**config.mk**
```make
export PLATFORM = sky130hd
export DESIGN_NAME = ps2_keyboard_decoder
export DESIGN_NICKNAME = d
export VERILOG_FILES = /design/src/rtl/ps2_keyboard_decoder.sv
export SDC_FILE = /design/constraint.sdc
export NUM_CORES = 1
export LEC_CHECK = 0
export ABC_AREA = 1
export BUFFER_PORTS_ARGS = -buffer_cell sky130_fd_sc_hd__buf_2
export CAP_MARGIN = 20
export CORE_ASPECT_RATIO = 1.1
export CORE_UTILIZATION = 62
export DETAILED_ROUTE_END_ITERATION = 10
export PLACE_DENSITY_LB_ADDON = 0.05
export SLEW_MARGIN = 10
export SYNTH_ARGS = -nofsm -noshare
export SYNTH_HDL_FRONTEND = slang
export SYNTH_SLANG_ARGS = --single-unit
```
**constraint.sdc**
```tcl
create_clock -name clk -period 2.5 [get_ports clk]
set_input_delay 0.125 -clock clk [delete_from_list [all_inputs] [get_ports clk]]
set_output_delay 0.125 -clock clk [all_outputs]
set_load 0.05 [all_outputs]
```
**src/rtl/ps2_keyboard_decoder.sv**
```systemverilog
// PS/2 keyboard receiver and scancode-to-Hack keycode translator.
// Samples the raw PS/2 clock/data lines and deframes 11-bit frames. It then tracks
// the E0 (extended) and F0 (break) prefixes and drives the Hack keycode of
// the held key.
// Optional feature: define PS2_PARITY_CHECK_EN to reject frames with bad odd
// parity. Without it the parity bit is consumed and ignored.
module ps2_keyboard_decoder #(
    parameter int TIMEOUT_CYCLES = 20000
) (
    input  logic       clk,
    input  logic       reset_n,
    input  logic       ps2_clk,
    input  logic       ps2_data,
    output logic [7:0] keycode,
    output logic       key_strobe,
    output logic       frame_error
);

    localparam int TW = $clog2(TIMEOUT_CYCLES + 1);
    localparam logic [TW-1:0] TO_LAST = TW'(TIMEOUT_CYCLES - 1);

    typedef enum logic [1:0] {
        ST_IDLE,
        ST_DATA,
        ST_PARITY,
        ST_STOP
    } state_e;

    // Synchronizers and falling-edge detector
    logic ps2_clk_meta_q, ps2_clk_sync_q, ps2_clk_prev_q;
    logic ps2_data_meta_q, ps2_data_sync_q;
    logic ps2_fall;

    // Frame receiver state
    state_e          state_q, state_d;
    logic [2:0]      bit_cnt_q, bit_cnt_d;
    logic [7:0]      shift_q, shift_d;
    logic [TW-1:0]   to_cnt_q, to_cnt_d;
    logic [7:0]      rx_byte_q, rx_byte_d;
    logic            rx_valid_q, rx_valid_d;
    logic            frame_error_q, frame_error_d;
    logic            stop_ok;
`ifdef PS2_PARITY_CHECK_EN
    logic            parity_q, parity_d;
`endif

    // Byte processor state
    logic [7:0]      keycode_q, keycode_d;
    logic            key_strobe_q, key_strobe_d;
    logic            ext_q, ext_d;
    logic            brk_q, brk_d;
    logic [7:0]      hack_code;

    // Map a scancode (with its extended prefix) to the Hack keycode, 0 if unmapped.
    function automatic logic [7:0] translate(input logic [7:0] sc, input logic ext);
        logic [7:0] code;
        code = 8'd0;
        if (ext) begin
            case (sc)
                8'h6B:   code = 8'd130;  // left
                8'h75:   code = 8'd131;  // up
                8'h74:   code = 8'd132;  // right
                8'h72:   code = 8'd133;  // down
                default: code = 8'd0;
            endcase
        end else begin
            case (sc)
                8'h1C: code = 8'd65;  8'h32: code = 8'd66;  8'h21: code = 8'd67;
                8'h23: code = 8'd68;  8'h24: code = 8'd69;  8'h2B: code = 8'd70;
                8'h34: code = 8'd71;  8'h33: code = 8'd72;  8'h43: code = 8'd73;
                8'h3B: code = 8'd74;  8'h42: code = 8'd75;  8'h4B: code = 8'd76;
                8'h3A: code = 8'd77;  8'h31: code = 8'd78;  8'h44: code = 8'd79;
                8'h4D: code = 8'd80;  8'h15: code = 8'd81;  8'h2D: code = 8'd82;
                8'h1B: code = 8'd83;  8'h2C: code = 8'd84;  8'h3C: code = 8'd85;
                8'h2A: code = 8'd86;  8'h1D: code = 8'd87;  8'h22: code = 8'd88;
                8'h35: code = 8'd89;  8'h1A: code = 8'd90;
                8'h45: code = 8'd48;  8'h16: code = 8'd49;  8'h1E: code = 8'd50;
                8'h26: code = 8'd51;  8'h25: code = 8'd52;  8'h2E: code = 8'd53;
                8'h36: code = 8'd54;  8'h3D: code = 8'd55;  8'h3E: code = 8'd56;
                8'h46: code = 8'd57;
                8'h29: code = 8'd32;   // space
                8'h5A: code = 8'd128;  // enter
                8'h66: code = 8'd129;  // backspace
                8'h76: code = 8'd140;  // escape
                default: code = 8'd0;
            endcase
        end
        return code;
    endfunction

    // Bring the asynchronous PS/2 lines into the clk domain and keep the previous clock level.
    always_ff @(posedge clk) begin
        // NOTE: sequential state uses non-blocking assignments so every register sees pre-edge values.
        if (!reset_n) begin
            // NOTE: synchronizers reset to 1 (idle bus) so leaving reset never fakes a falling edge.
            ps2_clk_meta_q  <= 1'b1;
            ps2_clk_sync_q  <= 1'b1;
            ps2_clk_prev_q  <= 1'b1;
            ps2_data_meta_q <= 1'b1;
            ps2_data_sync_q <= 1'b1;
        end else begin
            ps2_clk_meta_q  <= ps2_clk;
            ps2_clk_sync_q  <= ps2_clk_meta_q;
            ps2_clk_prev_q  <= ps2_clk_sync_q;
            ps2_data_meta_q <= ps2_data;
            ps2_data_sync_q <= ps2_data_meta_q;
        end
    end

    assign ps2_fall = ps2_clk_prev_q & ~ps2_clk_sync_q;

`ifdef PS2_PARITY_CHECK_EN
    assign stop_ok = ps2_data_sync_q & (^{shift_q, parity_q});
`else
    assign stop_ok = ps2_data_sync_q;
`endif

    // Frame FSM next state: deframe on falling edges, abandon a partial frame on timeout.
    always_comb begin
        // NOTE: every output of this block gets a default first so no latch is inferred.
        state_d       = state_q;
        bit_cnt_d     = bit_cnt_q;
        shift_d       = shift_q;
        to_cnt_d      = to_cnt_q;
        rx_byte_d     = rx_byte_q;
        rx_valid_d    = 1'b0;
        frame_error_d = 1'b0;
`ifdef PS2_PARITY_CHECK_EN
        parity_d      = parity_q;
`endif
        if (ps2_fall) begin
            to_cnt_d = '0;
            case (state_q)
                ST_IDLE: begin
                    if (!ps2_data_sync_q) begin
                        state_d   = ST_DATA;
                        bit_cnt_d = 3'd0;
                    end
                end
                ST_DATA: begin
                    shift_d   = {ps2_data_sync_q, shift_q[7:1]};
                    bit_cnt_d = bit_cnt_q + 3'd1;
                    if (bit_cnt_q == 3'd7) begin
                        state_d = ST_PARITY;
                    end
                end
                ST_PARITY: begin
`ifdef PS2_PARITY_CHECK_EN
                    parity_d = ps2_data_sync_q;
`endif
                    state_d  = ST_STOP;
                end
                ST_STOP: begin
                    state_d = ST_IDLE;
                    if (stop_ok) begin
                        rx_valid_d = 1'b1;
                        rx_byte_d  = shift_q;
                    end else begin
                        frame_error_d = 1'b1;
                    end
                end
                default: state_d = ST_IDLE;
            endcase
        end else if (state_q != ST_IDLE) begin
            if (to_cnt_q == TO_LAST) begin
                state_d       = ST_IDLE;
                bit_cnt_d     = 3'd0;
                shift_d       = 8'd0;
                to_cnt_d      = '0;
                frame_error_d = 1'b1;
            end else begin
                to_cnt_d = to_cnt_q + 1'b1;
            end
        end
    end

    // Frame FSM registers.
    always_ff @(posedge clk) begin
        if (!reset_n) begin
            state_q       <= ST_IDLE;
            bit_cnt_q     <= 3'd0;
            shift_q       <= 8'd0;
            to_cnt_q      <= '0;
            rx_byte_q     <= 8'd0;
            rx_valid_q    <= 1'b0;
            frame_error_q <= 1'b0;
`ifdef PS2_PARITY_CHECK_EN
            parity_q      <= 1'b0;
`endif
        end else begin
            state_q       <= state_d;
            bit_cnt_q     <= bit_cnt_d;
            shift_q       <= shift_d;
            to_cnt_q      <= to_cnt_d;
            rx_byte_q     <= rx_byte_d;
            rx_valid_q    <= rx_valid_d;
            frame_error_q <= frame_error_d;
`ifdef PS2_PARITY_CHECK_EN
            parity_q      <= parity_d;
`endif
        end
    end

    assign hack_code = translate(rx_byte_q, ext_q);

    // Byte processor: track prefixes, then apply make/break of a scancode to the held keycode.
    always_comb begin
        keycode_d    = keycode_q;
        key_strobe_d = 1'b0;
        ext_d        = ext_q;
        brk_d        = brk_q;
        if (rx_valid_q) begin
            case (rx_byte_q)
                8'hE0: ext_d = 1'b1;
                8'hF0: brk_d = 1'b1;
                default: begin
                    ext_d = 1'b0;
                    brk_d = 1'b0;
                    if (hack_code != 8'd0) begin
                        if (brk_q) begin
                            if (hack_code == keycode_q) begin
                                keycode_d = 8'd0;
                            end
                        end else begin
                            keycode_d    = hack_code;
                            key_strobe_d = 1'b1;
                        end
                    end
                end
            endcase
        end
    end

    // Byte processor registers.
    always_ff @(posedge clk) begin
        if (!reset_n) begin
            keycode_q    <= 8'd0;
            key_strobe_q <= 1'b0;
            ext_q        <= 1'b0;
            brk_q        <= 1'b0;
        end else begin
            keycode_q    <= keycode_d;
            key_strobe_q <= key_strobe_d;
            ext_q        <= ext_d;
            brk_q        <= brk_d;
        end
    end

    assign keycode     = keycode_q;
    assign key_strobe  = key_strobe_q;
    assign frame_error = frame_error_q;

endmodule

```
Word-level counts from Yosys, hierarchy flattened
Memory sizes are Yosys's and may differ from the RTL's. A register that Yosys moved wholly into a read port is not among the register bits.
Cells that the tools add are included.
- word-level logic and storage cells: 92
- bits in registers: 54
- memories kept: 1
- input bits: 4
- ROM bits: 1024
- output and inout bits: 10
- muxes and demuxes: 32
- equality and inequality tests: 17
- $add $sub $neg: 2
- bitwise operators: 8
- reductions and logical operators: 16
- memory list (memory ; depth ; bits a word ; read ports ; clocked after memory_dff ; wr ports ; line ; RTL):
    (no name shown) ; 128 ; 8 ; 1 ; 1 ; 0 ; 67 ; case (sc)
- operators with widths (operator ; number):
    $mux W8 ; 8
    $eq A8 B7 Y1 const B ; 4
    $pmux W8 S4 ; 1
    $eq A8 B8 Y1 const B ; 2
    $add A15 B1 Y15 const B ; 1
    $eq A15 B15 Y1 const B ; 1
    $mux W15 ; 1
    $mux W7 ; 2
    $mux W3 ; 4
    $reduce_and A4 Y1 ; 3
    $mux W2 ; 5
    $reduce_and A3 Y1 ; 3
    $eq A8 B8 Y1 ; 1
    $pmux W2 S4 ; 1
    $reduce_bool A8 Y1 ; 1
    $mux W1 ; 7
    $not A1 Y1 ; 7
    $ne A3 B3 Y1 const B ; 2
    $pmux W3 S2 ; 1
    $reduce_bool A2 Y1 ; 3
    $reduce_or A5 Y1 ; 1
    $eq A2 B2 Y1 const B ; 2
    $ne A2 B1 Y1 const B ; 2
    $pmux W1 S2 ; 2
    other kinds (8) ; 10

Longest topological paths before layout
- word-level depth: 6
- depth in mapped cells: 20
- depth with buffers taken out: 19

Worst setup path before layout
Ideal clock, no wire load.
- path kind: reg2reg
- from: reg state_q[0]
- to: reg with a tool-made name
- stages on the path, launching flop included: 17
- arrival: 2157 ps
- clock period less this slack: 2278 ps
- library setup time: 121 ps
- setup slack: 222 ps
- data required time: 2379 ps
- buffers on the path: 1
- path through: dfxtp_1 ha_1 nand2_2 inv_1 nand2_2 buf_6 nand2_1 nand2_1 nor2_1 inv_1 ha_1 inv_1 nor2_2 o21ai_0 nand3_1 nand2_1 nand3_1
- RTL lines (item ; line ; RTL):
    from (decl) ; 35 ; state_e state_q, state_d;
    from (signal assigned) ; 191 ; state_q <= state_d;

==> results.sh <==
export IMPL_min_path_type="in2reg"
export IMPL_design_area_um2=4060
export IMPL_leakage_nw=1.94
export IMPL_status="finished, final reports clean"
export IMPL_cts_buffers_inserted=9
export IMPL_max_cap_violations=0
export IMPL_h_tree_depth=3
export IMPL_cpMaxStageDelayCell="dfxtp_2"
export IMPL_grt_first_pass_wirelength_mm=13.2
export IMPL_worst_slew_pin_slew_ps=482
export IMPL_synth_edf_count=0
export IMPL_synth_top_area_share_pct=34.2
export IMPL_timing_final_crit_share_pct=93.0
export IMPL_synth_top_area_cell="dfxtp_1"
export IMPL_setup_viol=0
export IMPL_cts_sinks=62
export IMPL_finalHoldViolations=0
export IMPL_antenna_found_initial=0
export IMPL_drive_above_1_share_pct=13.9
export IMPL_std_cell_rows=28
export IMPL_port_buffers=13
export IMPL_path_class="reg2reg"
export IMPL_grt_overflow_total=0
export IMPL_syn_nets=581
export IMPL_cts_tree="built"
export IMPL_max_vdd_ir_drop_mv=0.370
export IMPL_io_pins=14
export IMPL_clk_pin_slew_ps=70
export IMPL_syn_area_um2=3630
export IMPL_initial_core_util_pct=66.0
export IMPL_crit_arrival_ps=2610
export IMPL_yosys_cell_types_count=41
export IMPL_crit_top_cell="nand2_1"
export IMPL_area_growth_pct=12.0
export IMPL_antenna_cells=0
export IMPL_powerDensity_nw_per_um2=464
export IMPL_startpoint_type="flip-flop"
export IMPL_end_kind="flip-flop"
export IMPL_period_minus_slack_ps=2320
export IMPL_ys_seq_area_share_pct=34.2
export IMPL_ys_flop_type="dfxtp_1"
export IMPL_crit_fanout=8
export IMPL_firstDrtPassIters=5
export IMPL_synth_most_common_cell="nand2_1"
export IMPL_drc_errors=0
export IMPL_dp_hpwl_mm=5.88
export IMPL_skew_ps=9.05
export IMPL_syn_avg_cell_area_um2=6.44
export IMPL_synthTopCellsByCount="nand2_1 (178), nor2_1 (68), inv_1 (66)"
export IMPL_antenna_left=0
export IMPL_async_flop_share_pct=0
export IMPL_path_cells="ha_1, nand2_2, inv_1, nand2_4, nand2_1, nand2_1, nor2_4, inv_1, ha_1, inv_1, nor2_4, nand2_1, nor2_1, a21oi_1, nand2_1, nand2_1, nand2_1"
export IMPL_ys_warnings_count=0
export IMPL_die_h_um=82.2
export IMPL_whs_ps=97.3
export IMPL_worstSkewPairLatency_ps=340
export IMPL_dieArea_um2=6160
export IMPL_slew_headroom_pct=67.7
export IMPL_synthTopCellsByArea="dfxtp_1 (34%), nand2_1 (18%), nor2_1 (7.0%), inv_1 (6.8%), nand3_1 (5.8%)"
export IMPL_wl_per_cell_um=11.9
export IMPL_grt_pass1_vias=3084
export IMPL_max_freq_mhz=430
export IMPL_cts_buffer_depth=2
export IMPL_fp_dieW_um=74.9
export IMPL_nets=609
export IMPL_cts_root_buf="clkbuf_8"
export IMPL_core_area_um2=5500
export IMPL_viasPerCell=5.32
export IMPL_grt_max_degree=22
export IMPL_final_max_slew_viol_count=0
export IMPL_track_usage_pct=28.1
export IMPL_drt_total_wl_mm=8.00
export IMPL_via_count=3567
export IMPL_syn_inst=563
export IMPL_slowest_delay_ps=360
export IMPL_place_gp_congestion=0.891
export IMPL_ys_ff_latch=62
export IMPL_required_ps=2790
export IMPL_p_total_mw=1.89
export IMPL_placed_cell_area_um2=3810
export IMPL_drt_iter0_drc=182
kinds of logic (layout without fill, tap and decap cells):
group	after synthesis	count (layout)	share of synthesized area [%]
AND/OR/NAND/NOR	340	340	41.0
buffers and inverters	87	120	9.83
flip-flops	62	62	34.2
AO/OA/AOI/OAI	58	58	9.66
adder cells (fa/ha/maj)	14	14	4.83
XOR/XNOR	2	2	0.483
cell usage in the layout, fill, tap and decap left out, drive strengths merged, types with 4 or more instances in the layout:
master / count
nand2: 182
nor2: 75
inv: 74
dfxtp: 62
nand3: 44
a21oi: 28
buf: 28
o21ai: 21
nor3: 15
ha: 14
clkbuf: 12
nand4: 9
or2: 6
o211ai: 4
report_power, final:
group / switching [mW] / internal [mW]
clock network: 0.395 / 0.442
logic: 0.0346 / 0.0174
registers: 0.00396 / 0.993
total: 0.433 / 1.45
final timing paths:
check | startpoint | end | slack [ps] | cells past startpoint
worst max-delay path | state_q[0] | flip-flop | 180 | 17
worst min-delay path | reset_n | bit_cnt_q[0] | 100 | 3
worst max register to register | state_q[0] | flip-flop | 180 | 17
worst min register to register | ps2_clk_meta_q | ps2_clk_sync_q | 410 | 1
metal layers:
metal,GRT usage (%),up-vias,wire (um),part of all wire [%]
met5,0,-,0,0
met4,13.0,0,149,1.9
met3,4.25,15,437,5.5
met2,45.8,121,3680,46
met1,36.3,1597,3730,47
li1,-,1834,-,-
through the flow:
step	cells	utilization [%]	setup WS [ps]	TNS (ps)
after global placement	651	69.2	197	0
final	671	73.9	176	0
after global routing	671	73.9	-2.37	-2.37
after CTS	669	73.1	87.1	0
after floorplan	563	-	222	0
after detailed placement	651	69.2	116	0
final cells by class:
class | instances | area [um2]
Tap cell | 75 | 93.8
Sequential cell | 62 | 1240
Clock inverter | 4 | 28.8
Fill cell | 450 | 1440
Inverter | 74 | 278
Clock buffer | 12 | 165
Timing Repair Buffer | 30 | 198
Multi-Input combinational cell | 414 | 2060
critical path, delay by kind of cell, from the launching register on:
kind | cells | cell delay (ps)
simple gates | 11 | 1080
fa+ha+maj | 2 | 500
flops | 1 | 360
buf+inv | 3 | 290
compound gates | 1 | 50
repair_timing:
| action | CTS | global route |
|---|---|---|
| buffers inserted | 0 | 2 |
| gates resized for setup | 0 | 11 |
| setup endpoints to repair | 0 | 7 |
| hold buffers | 2 | 0 |
| endpoints found under the hold margin | 2 | 0 |
(Power assumes the default switching activity.)
